==> config.mk <==
export PLATFORM = sky130hd
export DESIGN_NAME = dss_bpsk_spreader
export DESIGN_NICKNAME = d
export VERILOG_FILES = /design/src/rtl/dss_bpsk_spreader.sv
export SDC_FILE = /design/constraint.sdc
export NUM_CORES = 1
export LEC_CHECK = 0
export BUFFER_PORTS_ARGS = -buffer_cell sky130_fd_sc_hd__buf_2
export CAP_MARGIN = 20
export CORE_ASPECT_RATIO = 0.7
export CORE_MARGIN = 5
export CORE_UTILIZATION = 40
export CTS_CLUSTER_SIZE = 40
export DETAILED_ROUTE_END_ITERATION = 6
export GPL_TIMING_DRIVEN = 0
export PLACE_DENSITY = 0.65
export SLEW_MARGIN = 20
export SYNTH_ARGS = -nofsm -noshare
export SYNTH_HDL_FRONTEND = slang
export SYNTH_SLANG_ARGS = --single-unit
==> constraint.sdc <==
create_clock -name clk -period 2.2 [get_ports clk]
set_input_delay 0.44 -clock clk [delete_from_list [all_inputs] [get_ports clk]]
set_output_delay 0.44 -clock clk [all_outputs]
set_load 0.01 [all_outputs]
==> src/rtl/dss_bpsk_spreader.sv <==
// dss_bpsk_spreader
//   Direct-sequence spread-spectrum BPSK stage placed after the carrier NCO.
//   Each data bit is spread by a 5-stage m-sequence (x^5+x^2+1, period 31).
//   Each carrier sample is passed through or negated, depending on the
//   current chip (data XOR pn).
//
// Optional feature (macro DSS_PN_LOAD_EN):
//   Adds pn_load/pn_seed. These reseed the LFSR and restart the bit framing.
//
// Ports:
//   clk, reset      clock, asynchronous active-high reset
//   clken           clock enable; all state advances only when high
//   carrier_i       signed NCO sine sample (mpr bits)
//   carrier_valid   carrier_i qualifier
//   data_i          data bit, held by upstream until data_req
//   data_req        one-clock pulse after data_i has been captured
//   mod_o           signed spread-BPSK sample (mpr bits), 1 clk latency
//   mod_valid       mod_o qualifier
//   chip_o          chip applied to mod_o
//   pn_sync         marks the first output sample of each bit period
//   pn_load, pn_seed  (DSS_PN_LOAD_EN only) LFSR reseed request and value
module dss_bpsk_spreader #(
  parameter int          mpr     = 10,
  parameter int          spc     = 8,
  parameter int          cpb     = 31,
  parameter logic [4:0]  pn_init = 5'b11111
) (
  input  logic                  clk,
  input  logic                  reset,
  input  logic                  clken,
  input  logic signed [mpr-1:0] carrier_i,
  input  logic                  carrier_valid,
  input  logic                  data_i,
`ifdef DSS_PN_LOAD_EN
  input  logic                  pn_load,
  input  logic [4:0]            pn_seed,
`endif
  output logic                  data_req,
  output logic signed [mpr-1:0] mod_o,
  output logic                  mod_valid,
  output logic                  chip_o,
  output logic                  pn_sync
);

  localparam int SCW = (spc > 1) ? $clog2(spc) : 1;
  localparam int CCW = (cpb > 1) ? $clog2(cpb) : 1;
  localparam logic signed [mpr-1:0] S_MIN = {1'b1, {(mpr-1){1'b0}}};
  localparam logic signed [mpr-1:0] S_MAX = {1'b0, {(mpr-1){1'b1}}};

  // Negation with the single overflow case (most negative code) clipped.
  function automatic logic signed [mpr-1:0] neg_sat(input logic signed [mpr-1:0] x);
    if (x == S_MIN) return S_MAX;
    else            return -x;
  endfunction

  logic [SCW-1:0]        r_sample_cnt;
  logic [CCW-1:0]        r_chip_cnt;
  logic [4:0]            r_lfsr;
  logic                  r_bit;
  logic signed [mpr-1:0] r_mod_p1;
  logic                  r_vld_p1;
  logic                  r_chip_p1;
  logic                  r_sync_p1;
  logic                  r_req_p1;

  logic                  w_adv;
  logic                  w_load;
  logic [4:0]            w_seed;
  logic                  w_cap;
  logic                  w_bit_eff;
  logic                  w_chip;
  logic                  w_sample_wrap;
  logic                  w_chip_wrap;
  logic [4:0]            w_lfsr_next;

  assign w_adv = clken & carrier_valid;

`ifdef DSS_PN_LOAD_EN
  assign w_load = pn_load & clken;
  // A zero seed would lock the LFSR, so fall back to pn_init.
  assign w_seed = (pn_seed == 5'd0) ? pn_init : pn_seed;
`else
  assign w_load = 1'b0;
  assign w_seed = pn_init;
`endif

  // Start of a bit period: data_i is consumed live on this sample.
  assign w_cap         = (r_sample_cnt == '0) && (r_chip_cnt == '0);
  assign w_bit_eff     = w_cap ? data_i : r_bit;
  assign w_chip        = w_bit_eff ^ r_lfsr[4];
  assign w_sample_wrap = (r_sample_cnt == SCW'(spc - 1));
  assign w_chip_wrap   = (r_chip_cnt == CCW'(cpb - 1));
  // Fibonacci step. A zero state is forced back to the seed.
  assign w_lfsr_next   = (r_lfsr == 5'd0) ? pn_init
                                          : {r_lfsr[3:0], r_lfsr[4] ^ r_lfsr[1]};

  // ---- stage p0 -> p1: counters, LFSR, bit capture, output register ----
  always_ff @(posedge clk or posedge reset) begin
    if (reset) begin
      r_sample_cnt <= '0;
      r_chip_cnt   <= '0;
      r_lfsr       <= pn_init;
      r_bit        <= 1'b0;
      r_mod_p1     <= '0;
      r_vld_p1     <= 1'b0;
      r_chip_p1    <= 1'b0;
      r_sync_p1    <= 1'b0;
      r_req_p1     <= 1'b0;
    end else begin
      r_vld_p1 <= w_adv & ~w_load;
      r_req_p1 <= w_adv & ~w_load & w_cap;
      if (w_load) begin
        r_lfsr       <= w_seed;
        r_sample_cnt <= '0;
        r_chip_cnt   <= '0;
      end else if (w_adv) begin
        r_mod_p1  <= w_chip ? neg_sat(carrier_i) : carrier_i;
        r_chip_p1 <= w_chip;
        r_sync_p1 <= w_cap;
        if (w_cap) r_bit <= data_i;
        if (w_sample_wrap) begin
          r_sample_cnt <= '0;
          r_lfsr       <= w_lfsr_next;
          r_chip_cnt   <= w_chip_wrap ? '0 : r_chip_cnt + CCW'(1);
        end else begin
          r_sample_cnt <= r_sample_cnt + SCW'(1);
        end
      end
    end
  end

  assign mod_o     = r_mod_p1;
  assign mod_valid = r_vld_p1;
  assign chip_o    = r_chip_p1;
  assign pn_sync   = r_sync_p1;
  assign data_req  = r_req_p1;

endmodule

==> metrics <==
outcome finished, final reports clean; Row Count 19; pwr/cell area 1050 nW/µm²; CP endpoint kind flop; Synth Area in Simple Gates 24.8%; synthesis-to-layout area growth 18.2%; mean cell area of the mapped netlist 9.50 µm²; I/O pins 29; TritonCTS Buffers 3; DRT Pass-1 Iters 4; GP Congestion 0.795; Max Clk Rate 503 MHz; LEAKAGE 0.874 nW; Clk Latency, worst-skew pair 280 ps; Hold/Removal Path Class in -> async; Worst Max-Slew Pin Slew 526 ps; largest cells by area after synthesis dfrtp_1 (36%), dfstp_2 (8.2%), ha_1 (5.5%), nand2_1 (4.2%), nor2_1 (3.8%); RSZ-0062 raised after global routing false; Final ANT Viol Nets 0; syn_nets 190; Synth top area share 36.1%; largest net degree at the start of global routing 19; final hold vios 0; count of final max-slew check failures 0; Post-route DRC 0; Final Total Pwr 0.00198 W; register bit total from synthesis 28; routed len/inst 13.8 µm; Max Root-Sink Buffers 2; commonest cells after routing, fill and taps aside buf_2 (28), dfrtp_1 (23), nand2_1 (18); GRT Total Usage 13.1%; fillers 386; placed cell count 249; Vias per Instance 5.10; Initial Util 41.2%; startpoint types input pin; Max Cap Violations 0; Die Y-Extent 62.8 µm; Worst Path Required 2370 ps; Finished Cell Area 1890 µm²; clk root buf clkbuf_8; most common cell after layout, fill and taps aside buf_2; final global-route overflow total 0; Synth Warn # 0; layout cells sized above 1 25.9%; first-pass GRT wire length 5720 µm; # clock sinks 28; Synth Area in Adders 5.49%; post-layout min period 1990 ps; setup TNS 0 ps; post-synthesis mux area share 1.41%; drt first-iter violations 91; multi-input logic area 815 µm²; post-synth cell types 48; Setup CP Type in -> reg; Synth Area in Compound Gates 18.4%; largest family of logic cells by synthesized area simple AND/OR/NAND/NOR gates; Rel. slew slack 64.9%; die area 5370 µm²; number of synthesized flops with an enable pin 0; CTS tree built; diode count 0; Synth area leader dfrtp_1; width of the die 85.5 µm; vias in the first global route 1139; placed cell area 1820 µm²; Sequential cell area 707 µm²; final std cells w/o fill 253; Peak VDD IR 411 µV; Final Cycle Share 90.4%; CP arrival 2160 ps; Core Box Area 3870 µm²; clock-pin slew of the registers on the worst-case setup and hold paths 100 ps; Vias 1290; H-tree level count 1; Detailed Place HPWL 2550 µm; synthesized cell area 1600 µm²; XOR/XNOR share of the synthesized area 0%; cells after synthesis 168; Post-Route WL 3480 µm; sequential-to-total area share from yosys stat 44.3%; Worst Path Max Fanout 9; ys async rst share 100%; Setup Skew 3.81 ps; end-of-flow core utilization 48.7%; Port-buffer cells 28; final net count 224; dominant synthesized flop cell dfrtp_1; initial antenna violation count 0; endpoints failing setup 0
-- registers in the layout, summed over array words and instances, names as in the netlist --
name	cells
r_sample_cnt	3
data_req	1
r_bit	1
r_chip_cnt	5
pn_sync	1
mod_valid	1
r_lfsr	5
mod_o	10
chip_o	1
-- metrics by stage --
stage	hold slack [ps]	worst slack, ps
floorplan	473	273
global placement	460	-44.1
detailed placement	469	-62.3
CTS	171	11.1
global route	193	83.5
finish	160	211
-- layer usage --
metal | track usage [%] | vias up | wire (µm) | share of wire (%)
met5 | 0 | - | 0 | 0
met4 | 1.78 | 0 | 18 | 0.52
met3 | 3.69 | 2 | 136 | 3.9
met2 | 17.2 | 15 | 1380 | 40
met1 | 21.3 | 597 | 1940 | 56
li1 | - | 676 | - | -
-- worst max-delay path: stages --
cell      delay, ps
buf_2           120
inv_1            50
ha_1            170
or3b_4          410
nand2b_4        170
nor3b_4         430
o21ai_1         140
a31o_1          230
-- Yosys cell counts, drive strengths merged (2+ instances only) --
cell     n
a211oi   3
o31ai    2
nand2   19
dfrtp   23
a22o     2
nand2b   4
a21oi    7
nand3    2
nor2b    2
o21ai   12
clkbuf   5
or3      2
mux2     2
inv     10
nor4     5
nor3    11
nor2    16
a21o     2
a41o     2
buf      2
ha       7
dfstp    5
o22ai    2
and4b    2
nand3b   3
-- layout make-up --
cell class	instances	share of cell area, %
well taps	52	3.45
multi-input cells	123	43.2
plain buffers	7	2.72
inverters	10	1.99
clock buffers	4	2.92
flip-flops and latches	28	37.5
repair buffers	29	8.23
-- where the power goes --
| group | internal (W) | leakage [nW] | total, W | switching, W |
|---|---|---|---|---|
| sequential | 0.000715 | 0.330 | 0.000854 | 0.000138 |
| clock | 0.000160 | 0.0288 | 0.000326 | 0.000166 |
| combinational | 0.000376 | 0.516 | 0.000804 | 0.000427 |
| total | 0.00125 | 0.874 | 0.00198 | 0.000731 |
-- path summary, 6_finish.rpt --
check / cells after the start / end / start / slack (ps)
max: 8 / mod_o[9] / carrier_i[0] / 210
min: 2 / mod_o[6] / reset / 160
max reg2reg: 8 / mod_o[1] / r_chip_cnt[0] / 240
min reg2reg: 2 / chip_o / chip_o / 490
max in group asynchronous: 3 / r_lfsr[4] / reset / 1480
min in group clk: 2 / r_bit / data_i / 430
-- kinds of logic (layout without fill, tap and decap cells) --
group | after synthesis | count (layout)
mux | 2 | 2
flops | 28 | 28
simple gates | 72 | 72
buf+inv | 17 | 50
compound gates | 42 | 42
fa+ha+maj | 7 | 7
-- what timing repair did --
item | 4_1_cts | 5_1_grt
setup endpoints to repair | 0 | 10
setup buffers | 0 | 0
hold buffers | 0 | 0
resized for setup | 0 | 2
(Power assumes the default switching activity.)
